==> config.mk <==
export PLATFORM = sky130hd
export DESIGN_NAME = serial_frame_rx_flat
export DESIGN_NICKNAME = d
export VERILOG_FILES = /design/src/rtl/serial_frame_pkg.sv /design/src/rtl/serial_frame_rx_if.sv /design/src/rtl/sfr_shift_in.sv /design/src/rtl/serial_frame_rx.sv /design/src/flat_wrapper.sv
export SDC_FILE = /design/constraint.sdc
export NUM_CORES = 1
export LEC_CHECK = 0
export CAP_MARGIN = 20
export CORE_MARGIN = 5
export CORE_UTILIZATION = 53
export DETAILED_ROUTE_END_ITERATION = 6
export GPL_ROUTABILITY_DRIVEN = 1
export GPL_TIMING_DRIVEN = 0
export PLACE_DENSITY = 0.88
export SKIP_CTS_REPAIR_TIMING = 1
export SLEW_MARGIN = 20
export SYNTH_ARGS = -nofsm -noshare
export SYNTH_HDL_FRONTEND = slang
export SYNTH_SLANG_ARGS = --single-unit
==> constraint.sdc <==
create_clock -name clk -period 1.9 [get_ports clk]
set_input_delay 0.475 -clock clk [delete_from_list [all_inputs] [get_ports clk]]
set_output_delay 0.475 -clock clk [all_outputs]
set_load 0.02 [all_outputs]
==> src/rtl/serial_frame_pkg.sv <==
// Shared types and constants for the serial frame receiver.
// The state enum, line levels and bit-counter sizing helper live here.
package serial_frame_pkg;

  typedef enum logic [2:0] {IDLE, DATA, PARITY, STOP, BREAK} state_t;

  localparam logic LINE_IDLE = 1'b1;
  localparam logic START_LVL = 1'b0;
  localparam logic STOP_LVL  = 1'b1;

  function automatic int clog2(input int value);
    int w;
    w = 0;
    for (int i = 0; i < 31; i++) begin
      if ((1 << i) < value) w = i + 1;
    end
    return w;
  endfunction

endpackage

==> src/rtl/serial_frame_rx_if.sv <==
// Serial line in, parallel word out with valid/ready, plus error pulses.
// The receiver uses the master modport; the consumer/line driver uses slave.
interface serial_frame_rx_if #(parameter int DATA_W = 8);
  logic              in;
  logic [DATA_W-1:0] out_data;
  logic              out_valid;
  logic              out_ready;
  logic              parity_err;
  logic              frame_err;
  logic              overrun;

  modport master (
    input  in, out_ready,
    output out_data, out_valid, parity_err, frame_err, overrun
  );

  modport slave (
    output in, out_ready,
    input  out_data, out_valid, parity_err, frame_err, overrun
  );
endinterface

==> src/rtl/sfr_shift_in.sv <==
// LSB-first deserializer: right-shift register with a running XOR of every bit
// shifted in, so the parity of the received data is ready when the word is.
module sfr_shift_in #(
  parameter int DATA_W = 8
) (
  input  logic              clk,
  input  logic              reset,
  input  logic              clear,
  input  logic              shift_en,
  input  logic              bit_in,
  output logic [DATA_W-1:0] data,
  output logic              parity
);

  always_ff @(posedge clk or posedge reset) begin
    if (reset) begin
      data   <= '0;
      parity <= 1'b0;
    end else if (clear) begin
      data   <= '0;
      parity <= 1'b0;
    end else if (shift_en) begin
      data   <= {bit_in, data[DATA_W-1:1]};
      parity <= parity ^ bit_in;
    end
  end

endmodule

==> src/rtl/serial_frame_rx.sv <==
// Serial frame receiver: start bit, DATA_W data bits LSB first, optional even
// parity, stop bit; good words land in a one-entry valid/ready holding register.
module serial_frame_rx
  import serial_frame_pkg::*;
#(
  parameter int DATA_W    = 8,
  parameter bit PARITY_EN = 1'b1
) (
  input  logic              clk,
  input  logic              reset,
  serial_frame_rx_if.master bus
);

  localparam int CNT_W = clog2(DATA_W + 1);

  state_t             state, state_next;
  logic [CNT_W-1:0]   bit_cnt;
  logic               par_bad;
  logic               shift_en, clear, complete, load, last_bit;
  logic [DATA_W-1:0]  shift_data;
  logic               shift_par;

  sfr_shift_in #(.DATA_W(DATA_W)) u_shift (
    .clk      (clk),
    .reset    (reset),
    .clear    (clear),
    .shift_en (shift_en),
    .bit_in   (bus.in),
    .data     (shift_data),
    .parity   (shift_par)
  );

  always_ff @(posedge clk or posedge reset) begin
    if (reset) state <= IDLE;
    else       state <= state_next;
  end

  always_comb begin
    state_next = state;
    shift_en   = 1'b0;
    clear      = 1'b0;
    complete   = 1'b0;
    last_bit   = (bit_cnt == CNT_W'(DATA_W - 1));
    case (state)
      IDLE:   if (bus.in == START_LVL) begin
                state_next = DATA;
                clear      = 1'b1;
              end
      DATA:   begin
                shift_en = 1'b1;
                if (last_bit) state_next = PARITY_EN ? PARITY : STOP;
              end
      PARITY: state_next = STOP;
      STOP:   begin
                complete   = 1'b1;
                state_next = (bus.in == STOP_LVL) ? IDLE : BREAK;
              end
      // A held-low line after a bad stop must not look like a new start bit.
      BREAK:  if (bus.in == LINE_IDLE) state_next = IDLE;
      default: state_next = IDLE;
    endcase
    load = complete && (bus.in == STOP_LVL) && !par_bad &&
           (!bus.out_valid || bus.out_ready);
  end

  always_ff @(posedge clk or posedge reset) begin
    if (reset) begin
      bit_cnt <= '0;
      par_bad <= 1'b0;
    end else begin
      if (clear)         bit_cnt <= '0;
      else if (shift_en) bit_cnt <= bit_cnt + CNT_W'(1);
      if (clear)                 par_bad <= 1'b0;
      else if (state == PARITY)  par_bad <= bus.in ^ shift_par;
    end
  end

  // Pulses are registered so they appear exactly one cycle after the stop bit.
  always_ff @(posedge clk or posedge reset) begin
    if (reset) begin
      bus.out_data   <= '0;
      bus.out_valid  <= 1'b0;
      bus.parity_err <= 1'b0;
      bus.frame_err  <= 1'b0;
      bus.overrun    <= 1'b0;
    end else begin
      bus.parity_err <= complete && par_bad;
      bus.frame_err  <= complete && (bus.in != STOP_LVL);
      bus.overrun    <= complete && (bus.in == STOP_LVL) && !par_bad &&
                        bus.out_valid && !bus.out_ready;
      if (load) begin
        bus.out_data  <= shift_data;
        bus.out_valid <= 1'b1;
      end else if (bus.out_valid && bus.out_ready) begin
        bus.out_valid <= 1'b0;
      end
    end
  end

endmodule

==> src/flat_wrapper.sv <==
// flat-port wrapper written by rule: the top's interface ports become plain ports
module serial_frame_rx_flat import serial_frame_pkg::*;
#(
  parameter int DATA_W    = 8,
  parameter bit PARITY_EN = 1'b1
)
  (clk, reset, bus_in, bus_out_ready, bus_out_data, bus_out_valid, bus_parity_err, bus_frame_err, bus_overrun);
  serial_frame_rx_if #(.DATA_W(DATA_W)) bus_i ();
  input  logic clk;
  input  logic reset;
  input wire logic [$bits(bus_i.in)-1:0] bus_in;
  input wire logic [$bits(bus_i.out_ready)-1:0] bus_out_ready;
  output wire logic [$bits(bus_i.out_data)-1:0] bus_out_data;
  output wire logic [$bits(bus_i.out_valid)-1:0] bus_out_valid;
  output wire logic [$bits(bus_i.parity_err)-1:0] bus_parity_err;
  output wire logic [$bits(bus_i.frame_err)-1:0] bus_frame_err;
  output wire logic [$bits(bus_i.overrun)-1:0] bus_overrun;
  assign bus_i.in = bus_in;
  assign bus_i.out_ready = bus_out_ready;
  assign bus_out_data = bus_i.out_data;
  assign bus_out_valid = bus_i.out_valid;
  assign bus_parity_err = bus_i.parity_err;
  assign bus_frame_err = bus_i.frame_err;
  assign bus_overrun = bus_i.overrun;
  serial_frame_rx #(.DATA_W(DATA_W), .PARITY_EN(PARITY_EN)) u_core (.clk(clk), .reset(reset), .bus(bus_i));
endmodule
Word-level counts from Yosys, hierarchy flattened
Index checks and enable logic that the tools add are counted.
Cells by class
  $add $sub $neg: 1
  multiply operators: 0
  divide/modulo/power cells: 0
  magnitude comparators: 0
  equality and inequality tests: 8
  shifts and indexed selects: 0
  multiplexer cells: 19
  bitwise gates (word level): 2
  reductions and logical operators: 17
Operators with widths (count)
  $mux 8: 2
  $pmux 3 s5: 1
  $mux 3: 4
  $mux 1: 10
  $logic_and 1x1->1: 8
  $mux 4: 2
  $eq 3x2->1 const B: 2
  $reduce_bool 2->1: 3
  $add 4x1->4 const B: 1
  $eq 4x3->1 const B: 1
  $ne 2x2->1 const B: 2
  $eq 3x1->1 const B: 1
  $eq 3x3->1 const B: 1
  $logic_not 1->1: 3
  $logic_not 3->1: 1
  $reduce_and 3->1: 1
  $ne 2x1->1 const B: 1
  $logic_or 1x1->1: 1
  $not 1->1: 1
  $xor 1x1->1: 1
Storage, ports and cells
  register bits after elaboration: 29
  bits in latches: 0
  RAM bits: 0
  bits in read-only memories: 0
  bits of input ports: 4
  logic and storage cells: 57
  memories kept: 0

Logic depth before layout (Yosys ltp)
Gate-level depths: netlist of run 1.
  word-level depth: 6
  mapped depth: 4

Hierarchy
Synthesis of run 1 repeated with hierarchy kept, for this count alone.
Second synthesis, totals
  cells, all modules: 104
  area, all modules: 1260.0 µm²
Modules (own cells, without submodules)
  serial_frame_rx: instances 1, cells an instance 73, area an instance 879.6 µm²
  sfr_shift_in: instances 1, cells an instance 31, area an instance 380.4 µm²

Worst setup path before layout of run 1
OpenSTA, ideal clock, no wires.
  path type: register to register
  from: register u_core.state[2]
  to: register u_core.bus.out_data[0]
  setup time: 0.125 ns
  arrival: 1.261 ns
  setup slack: 0.513 ns
  cell stages (with the launch flop): 5
  buffers on the path: 1
  period minus slack after synthesis: 1.387 ns
  path through: dfrtp_1 -> nand3b_4 -> and4bb_1 -> buf_6 -> mux2_4
On the way
  longest elaborated chain between the ends: 5
RTL lines
  start: declaration: RTL line serial_frame_rx.sv:16  | state_t state, state_next;
  start signal: assignment: RTL line serial_frame_rx.sv:35  | else state <= state_next;
  $eq 3x2->1: RTL line serial_frame_rx.sv:44  | case (state)
  $mux 1: RTL line serial_frame_rx.sv:44
  $logic_and 1x1->1 (3 in series): RTL line serial_frame_rx.sv:62  | load = complete && (bus.in == STOP_LVL) && !par_bad &&
  end signal: assignment: RTL line serial_frame_rx.sv:92  | bus.out_data <= shift_data;
  end: declaration: RTL line serial_frame_rx_if.sv:14  | output out_data, out_valid, parity_err, frame_err, overrun
No other way between the ends.
A chain may end at the register's enable or synchronous reset.

Worst setup path after layout of run 1
  from: register u_core.bus.out_data[5]
  to: output bus_out_data[5]
RTL lines
  end: declaration: RTL line flat_wrapper.sv:13  | output wire logic [$bits(bus_i.out_data)-1:0] bus_out_data;
No word-level cell between the ends.

==> results.py, run 1 <==
metrics = {
    "outcome": {
        "outcome": "finished clean",
    },
    "cts": {
        "clockRootBuffer": "clkbuf_4",
        "cts.sink_count": 29,
        "cts_tree": "done",
        "clk_latency_ps": 320,
        "register_clock_pin_slew_on_the_reported_worst_setup_and_hold_paths_ps": 90,
        "h-tree-depth": 2,
        "numCtsBuffers": 5,
        "maximum_clock_insertion_buffer_count": 2,
    },
    "timing": {
        "rsz0062_at_grt": "false",
        "period_utilization_post_route_pct": 94.1,
        "final_worst_clock_skew_ps": 5.23,
        "timing.final.max_slew_violations": 0,
        "hold_ws_ps": 478,
        "post-route-min-period_ps": 1790,
        "timing_worst_slew_pin_value_ps": 584,
        "setup_violations": 0,
        "fmaxAchievable_mhz": 559,
        "worst_slew_margin_rel_pct": 61.0,
        "hold_violations": 0,
    },
    "synth": {
        "combinational_family_with_the_most_area_after_synthesis": "simple AND/OR/NAND/NOR gates",
        "post_synth.cell_area_avg_um2": 12.5,
        "synth-compound-area-share_pct": 3.56,
        "synthDominantCellAreaShare_pct": 55.8,
        "synthMuxAreaShare_pct": 16.2,
        "synth_largest_area_cell": "dfrtp_1",
        "synth_ff_type": "dfrtp_1",
        "post_synth_main_area_contributors": "dfrtp_1 56%, mux2_4 9.2%, mux2i_1 6.9%, nor2_1 4.6%, nand2b_1 1.9%",
        "post_synth_inst_count": 104,
        "synth_xor_xnor_area_share_pct": 2.02,
        "yosys.cell_count.top_type": "dfrtp_1",
        "synth_fa_ha_area_share_pct": 0.962,
        "synth_area_um2": 1300,
        "ys.warnings.count": 0,
        "ys_ff_latch": 29,
        "ys_types": 32,
        "synth_enable_flop_cells": 0,
        "synth_simple_gate_area_share_pct": 17.6,
        "synthArstFlopShare_pct": 100,
        "synthesis.nets": 109,
        "synth-seq-area-share_pct": 55.8,
        "synthTopCellsByCount": "29 x dfrtp_1, 16 x nor2_1, 9 x mux2i_1, 8 x mux2_4",
    },
    "setup_path": {
        "worst-endpoint-required_ps": 1420,
        "reg2reg_slack_ps": 400,
        "startpoint_type": "register",
        "timing.critical_path.cells": "clkdlybuf4s50_1",
        "timing.rr.start": "u_core.state[2]",
        "critPathMaxStageDelay_ps": 620,
        "critical_path.top_delay_family": "buffers and inverters",
        "crit_type": "register to output port",
        "endpoint_kind": "output port",
        "regToRegEndpoint": "u_core.bus.out_data[4]",
        "path_buf_inv": 1,
        "critical_path.slowest_cell": "clkdlybuf4s50_1",
        "critPathMaxFanout": 2,
        "ff2ff_path_depth": 4,
        "cp.arrival_ps": 1310,
    },
    "power_and_ir_drop": {
        "powerDensity_nw_per_um2": 1540,
        "cellLeakagePower_uw": 0.000771,
        "irDropWorstVdd_mv": 0.767,
    },
    "place": {
        "detailed_place_hpwl_mm": 1.70,
        "detailed_place.area_um2": 1490,
        "gp_routability_congestion": 0.750,
        "numPortBuffers": 15,
    },
    "grt": {
        "largest_net_degree_at_the_start_of_global_routing": 30,
        "total_global_routing_overflow": 0,
        "antenna_violations_before_repair": 0,
        "wire_length_of_the_first_global_routing_pass_mm": 4.13,
        "track_usage_pct": 16.2,
        "vias_in_the_first_global_route": 891,
    },
    "floorplanning": {
        "start_util_pct": 53.9,
        "design.core.area_um2": 2410,
        "die_x_um": 59.5,
        "design.die.area_um2": 3540,
        "floorplan.die.height_um": 59.5,
        "boundaryPins": 16,
        "floorplan.rows": 18,
    },
    "routing": {
        "highest_layer": "met4",
        "total_routed_length_mm": 2.35,
        "drt_iter0_drc": 19,
        "route.met3.wl_um": 116,
        "drt-vias-per-instance": 5.18,
        "detail_route.wirelength.met1_um": 927,
        "met2_wirelength_mm": 1.29,
        "drc_errors": 0,
        "drtAntennaViolNets": 0,
        "post_drt_wl_per_cell_um": 15.0,
        "drt-pass1-iter-count": 2,
        "vias": 814,
    },
    "finish": {
        "final_layout_size_suffix_gt1_share_pct": 21.3,
        "area_growth_syn_to_layout_pct": 19.8,
        "nNetsFinal": 131,
        "antenna-diode-count": 0,
        "utilization_pct": 64.6,
        "cell_area_after_layout_um2": 1560,
    },
    "min_path": {
        "hold_end": "u_core.bit_cnt[3]",
        "hold_class": "register to register",
        "min_delay_path_depth": 1,
        "hold_path.startpoint": "u_core.bit_cnt[3]",
    },
    "job": {
        "cap_viol_max_count": 0,
    },
}
[routing by layer]
layer | global-route usage [%] | up-vias
met5 | 0 | -
met4 | 4.43 | 0
met3 | 8.06 | 2
met1 | 17.1 | 402
met2 | 28.5 | 14
li1 | - | 396
[sequential cells by signal, indices dropped and copies added (netlist names)]
register,count
u_core.par_bad,1
u_core.bus.out_data,8
u_core.bus.overrun,1
u_core.u_shift.parity,1
u_core.bus.frame_err,1
u_core.bus.out_valid,1
u_core.u_shift.data,8
u_core.bit_cnt,4
u_core.bus.parity_err,1
u_core.state,3
[layout by cell type (no fill, tap or decap), types with 2 or more instances in the layout]
cell and n:
dfrtp_1 29, nor2_1 16, clkdlybuf4s50_1 15, mux2i_1 9, mux2_4 8, clkbuf_4 5
buf_2 4, nand2b_1 4, nand2_1 3, nor2b_1 3, a21oi_1 2, xnor2_1 2
o21ai_0 2, clkbuf_8 2
[worst max-delay path by stage]
stage,slack [ps],startpoint,cells after the start,end
after floorplan,510,u_core.state[2],4,u_core.bus.out_data[0]
after global placement,40,bus_out_ready,5,u_core.bus.out_data[6]
after detailed placement,-30,bus_out_ready,5,u_core.bus.out_data[4]
after CTS,80,u_core.bus.out_data[5],1,bus_out_data[5]
after global routing,60,u_core.bus.out_data[5],1,bus_out_data[5]
final,110,u_core.bus.out_data[5],1,bus_out_data[5]
[through the flow]
stage	std cells	TNS, ps	power [uW]	worst slack (ps)
6_report	157	0	2400	112
2_1_floorplan	104	0	1680	513
3_5_place_dp	149	-182	2000	-32.2
3_3_place_gp	149	0	1920	38.8
4_1_cts	157	0	2430	81.9
5_1_grt	157	0	2570	63.9
[cell type report]
| type | count | area (um^2) |
|---|---|---|
| Buffer | 7 | 42.5 |
| Inverter | 2 | 7.51 |
| Fill cell | 193 | 852 |
| Multi-Input combinational cell | 66 | 524 |
| Timing Repair Buffer | 15 | 150 |
| Clock buffer | 7 | 65.1 |
| Clock inverter | 1 | 5.00 |
| Tap cell | 30 | 37.5 |
| Sequential cell | 29 | 726 |
[kinds of logic (layout without fill, tap and decap cells)]
family / after synthesis / after routing
DFF: 29 / 29
and+or+nand+nor: 38 / 38
buffers and inverters: 9 / 32
adders and majority gates: 1 / 1
muxes: 17 / 17
xor gates and xnor gates: 3 / 3
AOI/OAI and AO/OA: 7 / 7
[power breakdown]
group | internal, uW | leakage (uW) | switching (uW)
combinational | 506 | 0.000347 | 450
clock | 214 | 0.0000413 | 211
sequential | 840 | 0.000383 | 175
total | 1560 | 0.000771 | 836
No activity file was read; power rests on OpenSTA's default activity.
==> run 2: changes to the inputs <==
--- a/config.mk
+++ b/config.mk
@@ -12,7 +12,6 @@
 export GPL_ROUTABILITY_DRIVEN = 1
 export GPL_TIMING_DRIVEN = 0
 export PLACE_DENSITY = 0.88
-export SKIP_CTS_REPAIR_TIMING = 1
 export SLEW_MARGIN = 20
 export SYNTH_ARGS = -nofsm -noshare
 export SYNTH_HDL_FRONTEND = slang
==> results of run 2 <==
Same layout as run 1: the final DEF is identical, and so are final timing and power.
==> run 3: changes to the inputs <==
==> constraint.sdc (replaced) <==
create_clock -name clk -period 1.9 [get_ports clk]
set_input_delay 0.19 -clock clk [delete_from_list [all_inputs] [get_ports clk]]
set_output_delay 0.19 -clock clk [all_outputs]
set_load 0.02 [all_outputs]
==> results of run 3 <==
Same layout as run 1 (identical final DEF). Status: finished clean.
Main changes from that run: setup slack after placement -32.2 ps -> 253 ps; setup slack after layout 112 ps -> 397 ps; hold slack 478 ps -> 241 ps
==> edit 1: new RTL, config.mk and constraints of run 3 <==
`PARITY_EN` is set to 1'b1 in 2 places; all go to 1'b0.
--- a/src/rtl/serial_frame_rx.sv
+++ b/src/rtl/serial_frame_rx.sv
@@ -6,3 +6,3 @@
   parameter int DATA_W    = 8,
-  parameter bit PARITY_EN = 1'b1
+  parameter bit PARITY_EN = 1'b0
 ) (
--- a/src/flat_wrapper.sv
+++ b/src/flat_wrapper.sv
@@ -4,3 +4,3 @@
   parameter int DATA_W    = 8,
-  parameter bit PARITY_EN = 1'b1
+  parameter bit PARITY_EN = 1'b0
 )
Check against the original RTL: same outputs for any inputs over 10 cycles, from zero or initial values and one cycle with reset high; that may be too few to reach the edited logic, so the function may still have changed.
==> edit 1 against run 3 <==
  * Fmax down 15%
  * Synthesized cell count down 0.96%
  * Final area shrank 4.1%
  * Largest power group unchanged
  * Sequential cell count did not move
  * Total power shrank 2.1%
  * Clock power is 18% lower
  * Critical path depth grew 3
  * Via count is 1.2% higher
  * Synthesized area decreased by 3.2%
  * Worst setup slack worse by 0.27 ns
  * Cell count is 2.5% lower
  * Wire length down 8.6%
==> edit 1: results <==
[outcome]
status = complete, no violations

[clock_tree]
htreeDepth = 2
numCtsBuffers = 5

[min_path]
hold_class = input port to register
hold_depth = 2

[detailed_routing]
drt_first_pass_iters = 4
viasPerCell = 5.39
wirelength_um = 2150
drt-initial-drc-count = 9

[pwr]
peakVddDrop_mv = 0.974
power.switching_uw = 859
p_clk_share_pct = 14.9
power_leakage_uw = 0.000733

[placement]
place_worst_setup_slack_ns = 0.0430
dpl.hpwl_um = 1500
routabilityCongestion = 0.736
numPortBuffers = 14
post_dp_cell_area_mm2 = 0.00143

[yosys]
synthMuxAreaShare_pct = 13.5
yosys.area_share.adder_pct = 0.994
synth_xor_area_share_pct = 1.39
yosysSeqAreaShare_pct = 57.7
netlist_top_cells_count = dfrtp_1, nor2_1, mux2_2, mux2i_1
synth_cell_types = 30
ys_top_cells_by_area = dfrtp_1, mux2_2, mux2i_1
synth_compound_area_share_pct = 7.06
synth_top_family_by_area = simple AND/OR/NAND/NOR gates
syn_nets = 108

[critical_path]
r2r_cells = 4
critical-path-max-stage-delay_ns = 0.55
critPathSlowestCell = nor4b_4
path_max_fanout = 10
crit_family = simple AND/OR/NAND/NOR gates
critPathArrivalTime_ns = 1.99

[global_routing]
grt_pass1_vias = 859
grt_start_max_net_pins = 30
track_usage_pct = 15.4
grt_pass1_wl_um = 3910

[cells_and_area]
nFillCells = 187
drive_above_1_share_pct = 20.8
final_nets = 129

[sta]
tns_ns = 0
max-slew-margin-rel_pct = 59.7
clock_skew_ns = 0.00919
[edit 1: changes by cell type in the layout (fill, tap and decap cells not counted), moves of 2 or more]
| cell | change |
|---|---|
| mux2_2 | +8 |
| a22o_1 | +2 |
| inv_1 | +2 |
| clkbuf_8 | -2 |
| nor2_1 | +2 |
| mux2_4 | -8 |
| a21oi_1 | +2 |
| nor2b_1 | -3 |
| a211oi_1 | +2 |
[edit 1: area by class of cell]
type / instances / area share (%)
Buffer: 5 / 2.01
Clock buffer: 6 / 2.76
Clock inverter: 2 / 0.670
Inverter: 5 / 1.26
Multi-Input combinational cell: 64 / 33.0
Sequential cell: 29 / 48.6
Tap cell: 28 / 2.35
Timing Repair Buffer: 14 / 9.38
[edit 1: timing repair]
item | in CTS | in global routing
setup endpoints to repair | 0 | 1
setup buffers | 0 | 0
resized for setup | 0 | 1
[edit 1: worst paths after layout]
kind,start,slack (ns),to
worst min-delay path,bus_in,0.14,u_core.bus.frame_err$_DFF_PP0_
worst min register to register,u_core.bus.out_data[3]$_DFFE_PP0P_,0.51,u_core.bus.out_data[3]$_DFFE_PP0P_
worst max register to register,u_core.state[2]$_DFFE_PP0P_,0.13,u_core.bus.out_data[4]$_DFFE_PP0P_
max in group asynchronous,reset,1.29,u_core.state[0]$_DFFE_PP0P_
min in group asynchronous,reset,0.23,u_core.bus.overrun$_DFF_PP0_
worst max-delay path,u_core.state[2]$_DFFE_PP0P_,0.13,u_core.bus.out_data[4]$_DFFE_PP0P_
[edit 1: cell families after synthesis]
family | Yosys count
buffers and inverters | 10
and+or+nand+nor | 32
AOI/OAI and AO/OA | 13
adders and majority gates | 1
xor gates and xnor gates | 2
DFF | 29
muxes | 16
[edit 1: per-layer routing]
metal	global-route usage, %	part of all wire (%)	vias up
li1	-	-	395
met2	24.3	48	18
met4	6.47	1.1	0
met3	7.68	6.3	5
met5	0	0	-
met1	17.8	44	406
[edit 1: power by group through the flow]
stage	clock (uW)	sequential, uW	combinational, uW
3_3_place_gp	0	1030	924
3_5_place_dp	0	1040	964
6_report	349	1030	966
2_1_floorplan	0	1100	607
5_1_grt	393	1080	1070
4_1_cts	359	1030	971
[edit 1: stage by stage]
stage | power [uW] | hold slack (ns) | utilization (%) | instances
after CTS | 2360 | 0.121 | 66.5 | 153
final | 2350 | 0.144 | 66.9 | 153
after global routing | 2540 | 0.160 | 66.9 | 153
after global placement | 1950 | 0.457 | 64.2 | 145
after floorplan | 1710 | 0.268 | - | 103
after detailed placement | 2010 | 0.468 | 64.2 | 145
==> edit 2: new RTL, flow settings as in run 3 <==
Without the edit above. Make the reset (`reset`) synchronous in 4 clocked blocks.
--- a/src/rtl/sfr_shift_in.sv
+++ b/src/rtl/sfr_shift_in.sv
@@ -14,3 +14,3 @@
 
-  always_ff @(posedge clk or posedge reset) begin
+  always_ff @(posedge clk) begin
     if (reset) begin
--- a/src/rtl/serial_frame_rx.sv
+++ b/src/rtl/serial_frame_rx.sv
@@ -32,3 +32,3 @@
 
-  always_ff @(posedge clk or posedge reset) begin
+  always_ff @(posedge clk) begin
     if (reset) state <= IDLE;
@@ -65,3 +65,3 @@
 
-  always_ff @(posedge clk or posedge reset) begin
+  always_ff @(posedge clk) begin
     if (reset) begin
@@ -78,3 +78,3 @@
   // Pulses are registered so they appear exactly one cycle after the stop bit.
-  always_ff @(posedge clk or posedge reset) begin
+  always_ff @(posedge clk) begin
     if (reset) begin
Check against the original RTL: same outputs for any inputs over 10 cycles, from zero or initial values and one cycle with reset high; that may be too few to reach the edited logic, so the function may still have changed.
==> edit 2 against run 3 <==
  * Sequential share of layout area shrank 6.0 points
  * Die area shrank 7.0%
  * Via count grew 16%
  * Sequential cell count is the same
  * Final area shrank 8.1%
  * Wire length shrank 6.6%
  * Worst setup slack lost 0.11 ns
  * Utilization grew 1.3 points
  * Critical path depth grew 5
  * Synthesized area shrank 8.4%
  * Largest cell class unchanged
Power is not compared: it rests on default switching activity, and its combinational part moved more than twofold at a synthesized area within 25%.
==> edit 2: results <==
[detailed_routing]
wl_met1_um = 945
wl_met2_um = 1090
drt-initial-drc-count = 26
route.met3.wl_um = 122
drt_first_pass_iters = 4
wirelength_um = 2190

[yosys]
netlist_top_cells_count = dfxtp_1, nand2_1, nand2b_1
synth_cell_types = 29
yosysSeqAreaShare_pct = 48.7
synth.most_common_cell = dfxtp_1
synthArstFlopShare_pct = 0
synth_compound_area_share_pct = 11.0

[cells_and_area]
multi_input_area_share_pct = 38.2
clk_share_pct = 3.85
regArea_um2 = 581
multi_input_gates = 91
buffers_excl_clock = 24
nNonClkInverters = 4

[sta]
finalCritPeriodShare_pct = 84.7
max-slew-margin-rel_pct = 57.1
whs_ns = 0.467

[min_path]
hold_class = register to register

[critical_path]
critPathSlowestCell = or3b_1
worst_ep_required_time_ns = 2.09
critical-path-max-stage-delay_ns = 0.35

[global_routing]
track_usage_pct = 14.8
grt_pass1_wl_um = 3730
grt_pass1_vias = 913
grt_use_met1_pct = 16.0

[outcome]
status = complete, no violations

[placement]
place_worst_setup_slack_ns = 0.101
dpl.hpwl_um = 1620
[edit 2: worst max path at each step]
stage,from,to,depth (start not counted)
6_report,u_core.state[0]$_SDFFE_PP0P_,u_core.bit_cnt[2]$_SDFFE_PP0P_,6
2_1_floorplan,u_core.state[1]$_SDFFE_PP0P_,u_core.bit_cnt[2]$_SDFFE_PP0P_,6
3_3_place_gp,bus_in,u_core.bus.out_data[2]$_SDFFE_PP0P_,5
4_1_cts,u_core.state[0]$_SDFFE_PP0P_,u_core.bit_cnt[2]$_SDFFE_PP0P_,6
5_1_grt,u_core.state[1]$_SDFFE_PP0P_,u_core.bit_cnt[2]$_SDFFE_PP0P_,6
3_5_place_dp,bus_in,u_core.bus.out_data[5]$_SDFFE_PP0P_,5
[edit 2: metrics by stage]
step | instance area, um2 | cells
2_1_floorplan | 1190 | 133
4_1_cts | 1430 | 183
3_3_place_gp | 1380 | 176
5_1_grt | 1430 | 183
3_5_place_dp | 1380 | 176
6_report | 1430 | 183
